==> config.mk <==
export PLATFORM = sky130hd
export DESIGN_NAME = pipe_dest_ctrl_flat
export DESIGN_NICKNAME = d
export VERILOG_FILES = /design/src/rtl/pipe_dest_ctrl_if.sv /design/src/rtl/pipe_dest_ctrl.sv /design/src/flat_wrapper.sv
export SDC_FILE = /design/constraint.sdc
export NUM_CORES = 1
export LEC_CHECK = 0
export BUFFER_PORTS_ARGS = -buffer_cell sky130_fd_sc_hd__buf_2
export CAP_MARGIN = 5
export CORE_ASPECT_RATIO = 0.8
export CORE_MARGIN = 1
export CORE_UTILIZATION = 44
export DETAILED_ROUTE_END_ITERATION = 8
export HOLD_SLACK_MARGIN = 0.12
export PLACE_DENSITY_LB_ADDON = 0.1
export SYNTH_ARGS = -nofsm -noshare
export SYNTH_HDL_FRONTEND = slang
export SYNTH_SLANG_ARGS = --single-unit
export TNS_END_PERCENT = 100
==> constraint.sdc <==
create_clock -name clk -period 1.8 [get_ports clk]
set_clock_uncertainty 0.15 [all_clocks]
set_input_delay 0.18 -clock clk [delete_from_list [all_inputs] [get_ports clk]]
set_output_delay 0.18 -clock clk [all_outputs]
set_load 0.02 [all_outputs]
==> src/rtl/pipe_dest_ctrl_if.sv <==
// Destination-info bundle between the ID stage, this controller and the forwarding unit.
// master drives the ID-side requests; slave (pipe_dest_ctrl) returns stage info, stall and the counter.
interface pipe_dest_ctrl_if #(
  parameter int CNT_W = 16
);
  logic [4:0]       id_rs;
  logic [4:0]       id_rt;
  logic             id_use_rs;
  logic             id_use_rt;
  logic [4:0]       id_rn;
  logic             id_wreg;
  logic             id_m2reg;
  logic             flush_id;
  logic             flush_exe;
  logic             mem_ready;

  logic [4:0]       exe_rn;
  logic             exe_wreg;
  logic             exe_m2reg;
  logic [4:0]       mem_rn;
  logic             mem_wreg;
  logic             mem_m2reg;
  logic [4:0]       wb_rn;
  logic             wb_wreg;
  logic             stall;
  logic [CNT_W-1:0] lu_cnt;

  modport master (
    output id_rs, id_rt, id_use_rs, id_use_rt, id_rn, id_wreg, id_m2reg,
           flush_id, flush_exe, mem_ready,
    input  exe_rn, exe_wreg, exe_m2reg, mem_rn, mem_wreg, mem_m2reg,
           wb_rn, wb_wreg, stall, lu_cnt
  );

  modport slave (
    input  id_rs, id_rt, id_use_rs, id_use_rt, id_rn, id_wreg, id_m2reg,
           flush_id, flush_exe, mem_ready,
    output exe_rn, exe_wreg, exe_m2reg, mem_rn, mem_wreg, mem_m2reg,
           wb_rn, wb_wreg, stall, lu_cnt
  );
endinterface

==> src/rtl/pipe_dest_ctrl.sv <==
// Carries destination-register info ID->EXE->MEM->WB for forwarding; 1 cycle per stage.
// Load-use hazards bubble EXE and stall IF/ID; mem_ready=0 freezes every stage and the counter.
module pipe_dest_ctrl #(
  parameter int CNT_W = 16
) (
  input logic             clk,
  input logic             clrn,
  pipe_dest_ctrl_if.slave pif
);

  typedef struct packed {
    logic [4:0] rn;
    logic       wreg;
    logic       m2reg;
  } dest_t;

  localparam dest_t BUBBLE = '{rn: 5'd0, wreg: 1'b0, m2reg: 1'b0};

  dest_t            id_d;
  dest_t            exe_q;
  dest_t            mem_q;
  dest_t            wb_q;
  logic [CNT_W-1:0] cnt_q;
  logic             rs_dep;
  logic             rt_dep;
  logic             hazard;
  logic             exe_load;
  logic             cnt_inc;
  logic             exe_kill;

  assign id_d = '{rn: pif.id_rn, wreg: pif.id_wreg, m2reg: pif.id_m2reg};

  // A load to r0 never produces a usable value, so it cannot create a dependency.
  assign exe_load = exe_q.wreg & exe_q.m2reg & (exe_q.rn != 5'd0);
  assign rs_dep   = pif.id_use_rs & (pif.id_rs == exe_q.rn);
  assign rt_dep   = pif.id_use_rt & (pif.id_rt == exe_q.rn);
  assign hazard   = exe_load & (rs_dep | rt_dep);

  // A flushed ID instruction is discarded, so its hazard neither stalls nor counts.
  assign pif.stall = ~pif.mem_ready | (hazard & ~pif.flush_id);
  assign cnt_inc   = hazard & ~pif.flush_id & ~(&cnt_q);
  assign exe_kill  = pif.flush_id | pif.flush_exe | hazard;

  always_ff @(posedge clk or negedge clrn) begin
    if (!clrn) begin
      exe_q <= BUBBLE;
      mem_q <= BUBBLE;
      wb_q  <= BUBBLE;
      cnt_q <= '0;
    end else if (pif.mem_ready) begin
      wb_q  <= mem_q;
      mem_q <= pif.flush_exe ? BUBBLE : exe_q;
      exe_q <= exe_kill ? BUBBLE : id_d;
      if (cnt_inc) begin
        cnt_q <= cnt_q + 1'b1;
      end
    end
  end

  assign pif.exe_rn    = exe_q.rn;
  assign pif.exe_wreg  = exe_q.wreg;
  assign pif.exe_m2reg = exe_q.m2reg;
  assign pif.mem_rn    = mem_q.rn;
  assign pif.mem_wreg  = mem_q.wreg;
  assign pif.mem_m2reg = mem_q.m2reg;
  assign pif.wb_rn     = wb_q.rn;
  assign pif.wb_wreg   = wb_q.wreg;
  assign pif.lu_cnt    = cnt_q;

endmodule

==> src/flat_wrapper.sv <==
// flat-port wrapper written by rule: the top's interface ports become plain ports
module pipe_dest_ctrl_flat 
#(
  parameter int CNT_W = 16
)
  (clk, clrn, pif_id_rs, pif_id_rt, pif_id_use_rs, pif_id_use_rt, pif_id_rn, pif_id_wreg, pif_id_m2reg, pif_flush_id, pif_flush_exe, pif_mem_ready, pif_exe_rn, pif_exe_wreg, pif_exe_m2reg, pif_mem_rn, pif_mem_wreg, pif_mem_m2reg, pif_wb_rn, pif_wb_wreg, pif_stall, pif_lu_cnt);
  pipe_dest_ctrl_if #(.CNT_W(CNT_W)) pif_i ();
  input logic clk;
  input logic clrn;
  input wire logic [$bits(pif_i.id_rs)-1:0] pif_id_rs;
  input wire logic [$bits(pif_i.id_rt)-1:0] pif_id_rt;
  input wire logic [$bits(pif_i.id_use_rs)-1:0] pif_id_use_rs;
  input wire logic [$bits(pif_i.id_use_rt)-1:0] pif_id_use_rt;
  input wire logic [$bits(pif_i.id_rn)-1:0] pif_id_rn;
  input wire logic [$bits(pif_i.id_wreg)-1:0] pif_id_wreg;
  input wire logic [$bits(pif_i.id_m2reg)-1:0] pif_id_m2reg;
  input wire logic [$bits(pif_i.flush_id)-1:0] pif_flush_id;
  input wire logic [$bits(pif_i.flush_exe)-1:0] pif_flush_exe;
  input wire logic [$bits(pif_i.mem_ready)-1:0] pif_mem_ready;
  output wire logic [$bits(pif_i.exe_rn)-1:0] pif_exe_rn;
  output wire logic [$bits(pif_i.exe_wreg)-1:0] pif_exe_wreg;
  output wire logic [$bits(pif_i.exe_m2reg)-1:0] pif_exe_m2reg;
  output wire logic [$bits(pif_i.mem_rn)-1:0] pif_mem_rn;
  output wire logic [$bits(pif_i.mem_wreg)-1:0] pif_mem_wreg;
  output wire logic [$bits(pif_i.mem_m2reg)-1:0] pif_mem_m2reg;
  output wire logic [$bits(pif_i.wb_rn)-1:0] pif_wb_rn;
  output wire logic [$bits(pif_i.wb_wreg)-1:0] pif_wb_wreg;
  output wire logic [$bits(pif_i.stall)-1:0] pif_stall;
  output wire logic [$bits(pif_i.lu_cnt)-1:0] pif_lu_cnt;
  assign pif_i.id_rs = pif_id_rs;
  assign pif_i.id_rt = pif_id_rt;
  assign pif_i.id_use_rs = pif_id_use_rs;
  assign pif_i.id_use_rt = pif_id_use_rt;
  assign pif_i.id_rn = pif_id_rn;
  assign pif_i.id_wreg = pif_id_wreg;
  assign pif_i.id_m2reg = pif_id_m2reg;
  assign pif_i.flush_id = pif_flush_id;
  assign pif_i.flush_exe = pif_flush_exe;
  assign pif_i.mem_ready = pif_mem_ready;
  assign pif_exe_rn = pif_i.exe_rn;
  assign pif_exe_wreg = pif_i.exe_wreg;
  assign pif_exe_m2reg = pif_i.exe_m2reg;
  assign pif_mem_rn = pif_i.mem_rn;
  assign pif_mem_wreg = pif_i.mem_wreg;
  assign pif_mem_m2reg = pif_i.mem_m2reg;
  assign pif_wb_rn = pif_i.wb_rn;
  assign pif_wb_wreg = pif_i.wb_wreg;
  assign pif_stall = pif_i.stall;
  assign pif_lu_cnt = pif_i.lu_cnt;
  pipe_dest_ctrl #(.CNT_W(CNT_W)) u_core (.clk(clk), .clrn(clrn), .pif(pif_i));
endmodule
# After elaboration in Yosys (flattened, before gate mapping)
# Index checks and enable logic that the tools add are counted.
[word_totals]
output_inout_bits = 37
ff_bits = 36
word_cells = 31
input_bits = 24
[classes]
add_sub_neg = 1
reduce_logical = 3
muxes = 2
n_eq_ne = 2
n_bitwise = 14
[op_table]
columns = ["op", "count"]
rows = [
  ["adder 16 x 1 -> 16 bit, second input constant", 1],
  ["AND reduction 16 bit", 1],
  ["2-to-1 mux 7 bit", 2],
  ["equality test 5 bit", 2],
  ["bitwise AND 1 bit", 7],
  ["nonzero test 5 bit", 1],
  ["bitwise OR 1 bit", 4],
  ["inverter 1 bit", 3],
  ["AND reduction 2 bit", 1],
]

# Logic depth before layout (Yosys ltp)
# Gate-level depths: netlist (run 1).
[depth]
ltp_word = 7
depth_mapped = 8
ltp_nobuf = 7

# Worst setup path before layout (run 1)
# OpenSTA, ideal clock, no wires.
[synth_timing]
kind = "reg2reg"
startpoint = "register u_core.exe_q, in the netlist u_core.pif.exe_rn[2]"
endpoint = "register u_core.cnt_q[1], in the netlist u_core.pif.lu_cnt[1]"
period_less_slack_ns = 2.091
stages_incl_launch_ff = 7
required_time_ns = 1.522
setup_time_ns = 0.128
path_buffers = 1
t_arrival_ns = 1.814
slack_ns = -0.291
cell_sequence = "dfrtp_1 > or4_1 > nor2_2 > nor4_2 > nand2_2 > buf_6 > mux2_1"
[synth_via]
elab_chain_len = 7
word_cells_on_any_way = 11
classes_between = "eq/ne (2); bitwise (7); reduce/logical (2)"
[synth_rtl]
columns = ["item", "line", "source"]
rows = [
  ["from (decl)", "pipe_dest_ctrl.sv:20", "dest_t exe_q;"],
  ["from (signal assigned)", "pipe_dest_ctrl.sv:53", "exe_q <= exe_kill ? BUBBLE : id_d;"],
  ["equality test 5 bit (on tied branches)", "pipe_dest_ctrl.sv:35, pipe_dest_ctrl.sv:36", ""],
  ["bitwise AND 1 bit (on tied branches)", "pipe_dest_ctrl.sv:35, pipe_dest_ctrl.sv:36", ""],
  ["bitwise OR 1 bit", "pipe_dest_ctrl.sv:37", "assign hazard = exe_load & (rs_dep | rt_dep);"],
  ["bitwise AND 1 bit *", "pipe_dest_ctrl.sv:37", ""],
  ["bitwise AND 1 bit * (2 in series)", "pipe_dest_ctrl.sv:41", "assign cnt_inc = hazard & ~pif.flush_id & ~(&cnt_q);"],
  ["AND reduction 2 bit (no source line) *", "--", ""],
  ["to (signal assigned)", "pipe_dest_ctrl.sv:55", "cnt_q <= cnt_q + 1'b1;"],
  ["to (decl)", "pipe_dest_ctrl.sv:23", "logic [CNT_W-1:0] cnt_q;"],
]
# Mark *: on every way between the ends. The rest lies on a longest branch, timed or not.
# A chain may end at the register's enable or synchronous reset.

# Worst setup path after layout (run 1)
[layout_timing]
startpoint = "register u_core.exe_q, in the netlist u_core.pif.exe_rn[0]"
endpoint = "output port pif_stall"
[layout_via]
elab_chain_len = 6
word_cells_on_any_way = 10
classes_between = "eq/ne (2); bitwise (7); reduce/logical (1)"
[layout_rtl]
columns = ["item", "line", "source"]
rows = [
  ["equality test 5 bit (on tied branches)", "pipe_dest_ctrl.sv:35, pipe_dest_ctrl.sv:36", ""],
  ["bitwise AND 1 bit (on tied branches)", "pipe_dest_ctrl.sv:35, pipe_dest_ctrl.sv:36", ""],
  ["bitwise OR 1 bit", "pipe_dest_ctrl.sv:37", ""],
  ["bitwise AND 1 bit *", "pipe_dest_ctrl.sv:37", ""],
  ["bitwise AND 1 bit *", "pipe_dest_ctrl.sv:40", "assign pif.stall = ~pif.mem_ready | (hazard & ~pif.flush_id);"],
  ["bitwise OR 1 bit *", "pipe_dest_ctrl.sv:40", ""],
  ["to (decl)", "flat_wrapper.sv:28", "output wire logic [$bits(pif_i.stall)-1:0] pif_stall;"],
]
# Marked as above.

==> flow_summary_export.csv, run 1 <==
group,metric,value,unit
yosys,yosys.area.top_type,"dfrtp_1",
yosys,ys_seq_area_frac,0.527,
route,detail-route-antenna-nets,0,
sta,worst_pin_slew,0.495,ns
route,wirelength,4.73,mm
yosys,synth_top_cell_area_share,0.527,
cells_and_area,antenna_cells,0,
global_routing,antenna_found_initial,0,
pwr,swShare,0.263,
clock_network,cts_tree,"yes",
critical_path,worstSetupPathType,"reg2out",
cells_and_area,area_growth,62.9,%
sta,min_period,2.23,ns
die,core,3570,um2
yosys,synth_warnings,0,
route,drt-pass1-iter-count,4,
sta,final-hold-violation-count,0,
place,io_buffers,60,
die,dieArea,4140,um2
sta,finalWorstSetupSlack,-0.426,ns
route,drc,0,
yosys,synth_area_leaders,"dfrtp_1 (53%), xnor2_1 (7.2%), xor2_1 (5.6%)",
place,gp_congestion,0.762,
pwr,power_leakage,1.46,nW
yosys,ys_ff_latch,36,
global_routing,grt_overflow_total,0,
route,wl_per_cell,15.1,um
clock_network,worstSkewPairLatency,0.29,ns
critical_path,cp_max_fo,2,
global_routing,grt_start_max_net_pins,22,
die,ios,61,
yosys,synthCells,150,
clock_network,cts_root_buf,"clkbuf_8",
cells_and_area,n_fill_cell,227,
global_routing,grt_pass1_wl,7.62,mm
die,dieWidth,71.7,um
outcome,status,"finished with violations",
yosys,avgSynthCellArea,11.4,um2
clock_network,clk_path_buf_depth,2,
clock_network,cts.sinks,36,
route,vias,1603,
place,hpwlAfterDp,3.09,mm
critical_path,arrival,1.90,ns
pwr,intPower,0.00124,W
yosys,syn_area,1710,um2
route,initialDrtViolationCount,62,
global_routing,grt_pass1_vias,1597,
clock_network,cts_max_level,2,
yosys,synth_edf_count,0,
flow_run,max_cap_violations,0,
critical_path,cp-start-kind,"flip-flop",
outcome,violations,"setup timing",
sta,slew_headroom,0.667,
pwr,vdd_drop_max,0.000587,V
yosys,synthArstFlopShare,1.00,
die,rows,19,
pwr,power_frac_comb,0.169,
clock_network,clkTransAtPathRegs,0.07,ns
place,numPlacedInstances,285,
yosys,syn-num-nets,175,
route,viasPerCell,5.14,
pwr,p_switching,0.000444,W
pwr,seq_power_share,0.508,
pwr,p_clk_frac,0.323,
critical_path,crit_path_end_kind,"primary output",
cells_and_area,drive_gt1_frac,0.570,
min_path,holdCritPathClass,"in2reg",
sta,drv_slew,0,
yosys,synth_ff_type,"dfrtp_1",
die,die_h,57.7,um
cells_and_area,fin_cells,312,
global_routing,track_usage,0.243,
yosys,synth_cell_type_count,26,
sta,setup_tns,-8.30,ns
sta,setup-violations-final,24,
sta,rsz0062_at_grt,"yes",
clock_network,cts_buffers,5,
sta,fmax,449,MHz
cells_and_area,finalNetCount,295,
pwr,p_per_area,606,nW/um2
sta,fin_crit_sh,1.24,
die,start_util,0.479,
pwr,power,0.00169,W
critical_path,critPathRequiredTime,1.47,ns
[layout by cell type (no fill, tap or decap), types with 2 or more instances in the layout]
cell type	instances
a22o_1	7
buf_12	2
buf_2	59
buf_4	33
buf_6	14
clkbuf_8	5
dfrtp_1	31
dfrtp_2	5
dlygate4sd3_1	8
inv_1	10
mux2_2	6
nand2_1	9
nand2_4	2
nand3_1	6
nand3b_1	7
nand4_1	6
nor2_1	2
nor2_2	3
nor2_4	2
nor3_2	4
nor4_2	6
o21ai_0	7
xnor2_1	8
xnor2_2	6
xor2_1	11
[kinds of logic after synthesis]
group	Yosys count	synth area share
adders and majority gates	1	0.00732
DFF	36	0.527
and+or+nand+nor	52	0.192
muxes	7	0.0461
xor gates and xnor gates	25	0.128
AOI/OAI and AO/OA	16	0.0666
buffers and inverters	13	0.0329
[cells in the mapped netlist (4+ instances only)]
library cell and instances:
a22o_1 7, o21ai_0 8, mux2_2 6, nand2_1 10, inv_1 10, xnor2_1 14, nand3_1 6, nand3b_1 7
nor3_2 4, nand4_1 6, dfrtp_1 36, nor4_1 6, nor2_1 6, xor2_1 11
[power groups by stage]
stage | logic, W | clock network (W) | registers [W]
6_report | 0.000285 | 0.000545 | 0.000856
5_1_grt | 0.000306 | 0.000573 | 0.000858
4_1_cts | 0.000280 | 0.000551 | 0.000855
3_5_place_dp | 0.000226 | 0 | 0.000869
3_3_place_gp | 0.000221 | 0 | 0.000867
2_1_floorplan | 0.0000706 | 0 | 0.000903
[path summary, 6_finish.rpt]
path	startpoint	to	slack, ns	cells past startpoint
hold reg to reg	u_core.pif.wb_rn[3]	u_core.pif.wb_rn[3]	0.36	1
setup reg to reg	u_core.pif.exe_rn[0]	u_core.pif.exe_rn[1]	-0.39	8
max in group asynchronous	clrn	u_core.pif.lu_cnt[8]	0.84	3
setup / recovery	u_core.pif.exe_rn[0]	pif_stall	-0.43	8
min in group asynchronous	clrn	u_core.pif.wb_rn[2]	0.21	2
hold / removal	pif_flush_exe	u_core.pif.mem_rn[3]	0.15	3
[timing repair]
item	in CTS	in global routing
pin swaps	20	16
gates resized for setup	34	9
setup endpoints to repair	23	24
setup buffers	11	3
hold endpoints to repair	43	0
hold buffers	8	0
[routing by layer]
| layer | global-route usage | share of wire |
|---|---|---|
| met2 | 0.379 | 0.49 |
| met3 | 0.0487 | 0.037 |
| met4 | 0.0868 | 0.016 |
| met1 | 0.341 | 0.46 |
| met5 | 0 | 0 |
[critical path, cell delays in order (launching register included)]
cell	delay (ns)
dfrtp_1	0.42
buf_6	0.13
or4_4	0.48
nor2_4	0.17
nor2_4	0.06
nand2_4	0.08
buf_6	0.09
o21ai_4	0.05
buf_6	0.13
[registers in the layout, indices dropped and copies added (netlist names)]
name                  count
u_core.pif.mem_wreg       1
u_core.pif.mem_rn         5
u_core.pif.mem_m2reg      1
u_core.pif.exe_rn         5
u_core.pif.lu_cnt        16
u_core.pif.exe_m2reg      1
u_core.pif.wb_rn          5
u_core.pif.wb_wreg        1
u_core.pif.exe_wreg       1
[stage by stage]
stage | hold WS [ns] | area, um2 | setup WS (ns) | utilization
after floorplan | -0.266 | 1710 | -0.246 | -
after CTS | 0.147 | 2730 | -0.414 | 0.767
final | 0.146 | 2780 | -0.426 | 0.781
after global routing | 0.182 | 2780 | -0.483 | 0.781
after global placement | -0.0173 | 2330 | -0.200 | 0.653
after detailed placement | -0.0138 | 2330 | -0.276 | 0.653
[final cells by class]
type / count / area (um2) / area share
sequential: 36 / 907 / 0.326
multi-input combinational: 101 / 888 / 0.319
timing repair buffer: 116 / 821 / 0.295
clock buffer: 6 / 72.6 / 0.0261
tap: 42 / 52.6 / 0.0189
inverter: 10 / 37.5 / 0.0135
clock inverter: 1 / 5.00 / 0.00180
No activity file was read; power rests on OpenSTA's default activity.
==> run 2, diff against run 1 <==
--- a/config.mk
+++ b/config.mk
@@ -10,5 +10,6 @@
 export CORE_ASPECT_RATIO = 0.8
-export CORE_MARGIN = 1
+export CORE_MARGIN = 2
 export CORE_UTILIZATION = 44
 export DETAILED_ROUTE_END_ITERATION = 8
+export GPL_TIMING_DRIVEN = 0
 export HOLD_SLACK_MARGIN = 0.12
==> constraint.sdc (replaced) <==
create_clock -name clk -period 1.8 [get_ports clk]
set_clock_uncertainty 0.15 [all_clocks]
set_input_delay 0 -clock clk [delete_from_list [all_inputs] [get_ports clk]]
set_output_delay 0 -clock clk [all_outputs]
set_load 0.02 [all_outputs]
==> run 2 against run 1 <==
  * The flow still finishes with violations (setup timing)
  * Combinational power down 16%
  * Clock power up 12%
  * Global-route usage down 1.5 points
  * Die area up 6.4%
  * Via count down 5.7%
  * Critical path type is now reg2reg
  * Wire length down 3.7%
  * Largest power group unchanged
  * Cell area down 5.6%
  * Power up 1.6%
==> flow_summary_export.csv, run 2 (synthesis gave the netlist of run 1 again) <==
group,metric,value,unit
clock_network,cts_root_buf,"clkbuf_8",
place,io_buffers,60,
outcome,status,"finished with violations",
sta,final-hold-violation-count,0,
sta,fmax,489,MHz
min_path,hold_path_depth,6,
min_path,min-delay-start,"pif_id_rt[3]",
die,rows,20,
global_routing,track_usage,0.227,
die,core,3750,um2
cells_and_area,n_fill_cell,289,
sta,slew_headroom,0.467,
global_routing,grt_overflow_total,0,
global_routing,grt_start_max_net_pins,37,
die,ios,61,
flow_run,max_cap_violations,0,
clock_network,clkTransAtPathRegs,0.07,ns
route,detail-route-antenna-nets,0,
clock_network,worstSkewPairLatency,0.28,ns
critical_path,r2r-start,"u_core.pif.exe_rn[1]",
route,initialDrtViolationCount,83,
pwr,p_per_area,652,nW/um2
sta,min_period,2.05,ns
route,wl_per_cell,15.8,um
cells_and_area,final_cell_area,2630,um2
place,pre_cts_ws,-0.305,ns
outcome,violations,"setup timing",
sta,drv_slew,0,
die,start_util,0.455,
cells_and_area,seq_area,908,um2
critical_path,crit_path_end_kind,"flip-flop",
cells_and_area,area_growth,53.7,%
place,gp_congestion,0.804,
cells_and_area,utilization,0.700,
min_path,holdCritPathClass,"in2reg",
critical_path,critPathRequiredTime,1.82,ns
sta,worst_pin_slew,0.799,ns
sta,finalWorstSetupSlack,-0.246,ns
critical_path,worstSetupPathType,"reg2reg",
sta,setup-violations-final,24,
sta,rsz0062_at_grt,"yes",
clock_network,cts_tree,"yes",
cells_and_area,drive_gt1_frac,0.492,
route,drc,0,
global_routing,grt_pass1_wl,7.46,mm
critical_path,arrival,2.06,ns
global_routing,antenna_found_initial,0,
cells_and_area,multi_input_area,938,um2
clock_network,cts_buffers,5,
clock_network,cts.sinks,36,
sta,whs,0.162,ns
die,dieArea,4400,um2
critical_path,cp_max_fo,5,
cells_and_area,finalNetCount,269,
route,viasPerCell,5.25,
pwr,power_leakage,1.40,nW
critical_path,cp-start-kind,"flip-flop",
critical_path,cp-startpoint,"u_core.pif.exe_rn[1]",
pwr,vdd_drop_max,0.000588,V
min_path,hold_path_end,"u_core.pif.lu_cnt[2]",
clock_network,cts_max_level,2,
cells_and_area,largest_reg_flops,16,
critical_path,ff2ff_path_depth,6,
die,die_h,59.7,um
place,hpwlAfterDp,2.75,mm
clock_network,clk_path_buf_depth,2,
route,wirelength,4.55,mm
cells_and_area,final_cell_mix,"buf_2 (59), dfrtp_1 (30), dlygate4sd3_1 (13)",
critical_path,regToRegEndpoint,"u_core.pif.lu_cnt[1]",
critical_path,rrSetupSlack,-0.25,ns
route,vias,1512,
cells_and_area,final_common_cell,"buf_2",
global_routing,grt_pass1_vias,1562,
cells_and_area,antenna_cells,0,
die,dieWidth,73.7,um
route,drt-pass1-iter-count,4,
place,dpl_cell_area,2070,um2
sta,fin_crit_sh,1.14,
## run 2: cell count changes in the layout (fill, tap and decap cells not counted), sizes merged
cell / previous run / this run
buf: 108 / 76
clkinv: 1 / 0
clkbuf: 6 / 8
dlygate4sd3: 8 / 13
## run 2: worst max path at each step
stage | end | slack [ns]
finish | u_core.pif.lu_cnt[1] | -0.25
floorplan | u_core.pif.lu_cnt[1] | -0.25
global placement | u_core.pif.lu_cnt[1] | -0.31
detailed placement | u_core.pif.lu_cnt[1] | -0.30
CTS | u_core.pif.lu_cnt[1] | -0.22
global route | u_core.pif.lu_cnt[1] | -0.29
## run 2: routing by layer
layer,share of wire,track usage,up-vias,routed length (um)
met5,0,0,-,0
li1,-,-,718,-
met3,0.052,0.0573,6,236
met2,0.48,0.369,53,2180
met1,0.46,0.301,735,2090
met4,0.011,0.0727,0,49
## run 2: area by class of cell
type | count | share of cell area
multi-input combinational | 101 | 0.357
sequential | 36 | 0.346
timing repair buffer | 87 | 0.217
clock buffer | 7 | 0.0367
tap | 44 | 0.0210
inverter | 10 | 0.0143
buffer | 3 | 0.00857
## run 2: what timing repair did
action                     CTS  global route
hold buffers                13             0
gates cloned                 1             0
setup endpoints to repair   23            23
buffers inserted            10             3
resized for setup           29            10
hold endpoints to repair    52             0
pin swaps                   23            11
## run 2: where the power goes
part / leakage, nW / switching, W / internal (W) / total [W]
registers: 0.477 / 0.0000273 / 0.000835 / 0.000862
logic: 0.871 / 0.000124 / 0.000115 / 0.000240
clock network: 0.0503 / 0.000270 / 0.000341 / 0.000611
total: 1.40 / 0.000422 / 0.00129 / 0.00171
## run 2: metrics by stage
step           std cells  total power, W  TNS (ns)
6_report             288         0.00171     -3.61
5_1_grt              288         0.00179     -5.60
4_1_cts              285         0.00172     -3.00
3_5_place_dp         254         0.00106     -4.25
3_3_place_gp         254         0.00106     -3.77
2_1_floorplan        150        0.000973     -2.20
## run 2: critical path: stages (launching register included)
cell and delay [ns]:
dfrtp_2 0.43, or4_4 0.55, nor2_4 0.15, nor4_4 0.07
nand2_4 0.15, buf_8 0.14, mux2_4 0.29
==> run 3, diff against run 2 <==
- CORE_MARGIN: 2 -> 5
- CORE_UTILIZATION: 44 -> 49
- clock period: 1.8 -> 2.1 ns (I/O delays scaled with it)
==> run 3 against run 2 <==
  * The run now ends clean
  * Maximum frequency rose by 0.33%
  * Worst setup slack improved by 0.31 ns
  * Non-clock buffer count rose by 1
  * First-iteration DRC count is 2.4% lower
  * Sequential power decreased by 14%
  * Sequential share of layout area grew 1.9 points
  * Core utilization grew 3.1 points
  * Clock power decreased by 25%
  * Combinational power is 18% lower
  * Critical path type unchanged
  * Largest cell class is now sequential cells
  * Largest power group unchanged
==> flow_summary_export.csv, run 3 (synthesis gave the netlist of run 1 again) <==
group,metric,value,unit
outcome,status,"completed",
sta,fmax,490,MHz
pwr,vdd_drop_max,0.000554,V
cells_and_area,fin_cells,287,
critical_path,slowest_delay,0.56,ns
clock_network,cts_max_level,2,
clock_network,worstSkewPairLatency,0.28,ns
critical_path,slowest_stage,"or4_4",
critical_path,cp_max_fo,10,
cells_and_area,drive_gt1_frac,0.416,
pwr,power,0.00139,W
clock_network,clkTransAtPathRegs,0.07,ns
min_path,holdCritPathClass,"in2reg",
cells_and_area,final_cell_mix,"buf_2 (60), dfrtp_1 (33), dlygate4sd3_1 (20)",
route,detail-route-antenna-nets,0,
sta,min_period,2.04,ns
route,initialDrtViolationCount,81,
global_routing,grt_util_met2,0.290,
clock_network,clk_path_buf_depth,2,
clock_network,cts_buffers,5,
cells_and_area,antenna_cells,0,
global_routing,groute.layer.met3.usage,0.0663,
flow_run,max_cap_violations,0,
sta,setup-violations-final,0,
place,hpwlAfterDp,2.92,mm
cells_and_area,final_common_cell,"buf_2",
critical_path,crit_path_end_kind,"flip-flop",
die,die_h,62.8,um
place,dpl_cell_area,2060,um2
place,pre_cts_ws,-0.0464,ns
die,dieWidth,76.0,um
clock_network,cts.sinks,36,
critical_path,cp-start-kind,"flip-flop",
cells_and_area,largest_reg_flops,16,
sta,fin_crit_sh,0.971,
cells_and_area,final_cell_area,2480,um2
place,io_buffers,60,
global_routing,grt_pass1_vias,1495,
global_routing,grt_start_max_net_pins,37,
global_routing,track_usage,0.189,
global_routing,grt_use_met1,0.248,
global_routing,grt_overflow_total,0,
route,drc,0,
die,dieArea,4780,um2
sta,rsz0062_at_grt,"yes",
route,drt-pass1-iter-count,4,
die,core,3400,um2
cells_and_area,finalNetCount,270,
critical_path,critPathRequiredTime,2.12,ns
cells_and_area,utilization,0.731,
sta,final-hold-violation-count,0,
die,start_util,0.503,
route,wirelength,4.32,mm
critical_path,path_cells,"or4_4, nor2_4, nor4_2, nand2_2, buf_8, mux2_1",
sta,finalWorstSetupSlack,0.0611,ns
sta,slew_headroom,0.462,
place,gp_congestion,0.818,
global_routing,grt_pass1_wl,7.22,mm
clock_network,cts_tree,"yes",
cells_and_area,area_growth,45.3,%
critical_path,arrival,2.06,ns
route,wl_per_cell,15.1,um
global_routing,grt_most_used_layer,"met2",
sta,drv_slew,0,
die,ios,61,
global_routing,antenna_found_initial,0,
route,vias,1491,
die,rows,19,
sta,worst_pin_slew,0.808,ns
place,numPlacedInstances,252,
cells_and_area,n_fill_cell,251,
pwr,p_per_area,561,nW/um2
critical_path,worstSetupPathType,"reg2reg",
route,viasPerCell,5.20,
pwr,power_leakage,1.26,nW
clock_network,cts_root_buf,"clkbuf_8",
[run 3: path summary, 6_finish.rpt]
check / startpoint / end / slack (ns) / depth (start not counted)
max in group asynchronous: clrn / u_core.pif.exe_rn[2] / 1.04 / 2
worst max-delay path: u_core.pif.exe_rn[2] / u_core.pif.lu_cnt[1] / 0.06 / 6
min in group asynchronous: clrn / u_core.pif.mem_rn[1] / 0.20 / 2
worst min-delay path: pif_id_rs[4] / u_core.pif.lu_cnt[2] / 0.13 / 6
worst min register to register: u_core.pif.lu_cnt[9] / u_core.pif.lu_cnt[9] / 0.34 / 1
worst max register to register: u_core.pif.exe_rn[2] / u_core.pif.lu_cnt[1] / 0.06 / 6
[run 3: routing by layer]
| metal | wire (um) | part of all wire |
|---|---|---|
| met1 | 1980 | 0.46 |
| met3 | 188 | 0.043 |
| met2 | 2070 | 0.48 |
| met5 | 0 | 0 |
| met4 | 80 | 0.019 |
[run 3: through the flow]
stage                     hold WS [ns]  TNS (ns)
after floorplan                 -0.446         0
after global placement         -0.0415   -0.0243
after detailed placement       -0.0188   -0.0464
after CTS                        0.128         0
after global routing             0.177  -0.00459
final                            0.126         0
[run 3: area by class of cell]
cell class	count	area, um2	share of cell area
buffer	3	22.5	0.00907
clock buffer	6	72.6	0.0292
clock inverter	1	5.00	0.00202
inverter	10	37.5	0.0151
multi-input combinational	101	828	0.334
sequential	36	905	0.364
tap	42	52.6	0.0212
timing repair buffer	88	561	0.226
[run 3: what timing repair did]
| action | 4_1_cts | 5_1_grt |
|---|---|---|
| resized for setup | 2 | 14 |
| pin swaps | 1 | 4 |
| endpoints found under the setup margin | 1 | 16 |
| hold buffers | 20 | 0 |
| hold endpoints to repair | 52 | 0 |
| setup buffers | 2 | 6 |
[run 3: where the power goes]
part           switching (W)  leakage [nW]  total [W]  internal, W
clock network       0.000231        0.0410   0.000456     0.000225
logic              0.0000989         0.733   0.000198    0.0000993
registers          0.0000233         0.481   0.000739     0.000715
total               0.000353          1.26    0.00139      0.00104
[run 3: worst max-delay path: cells and delay by family (launching register included)]
kind	cells	cell delay [ns]
buffers and inverters	1	0.14
flip-flops	1	0.44
multiplexers	1	0.32
AND/OR/NAND/NOR	4	0.86
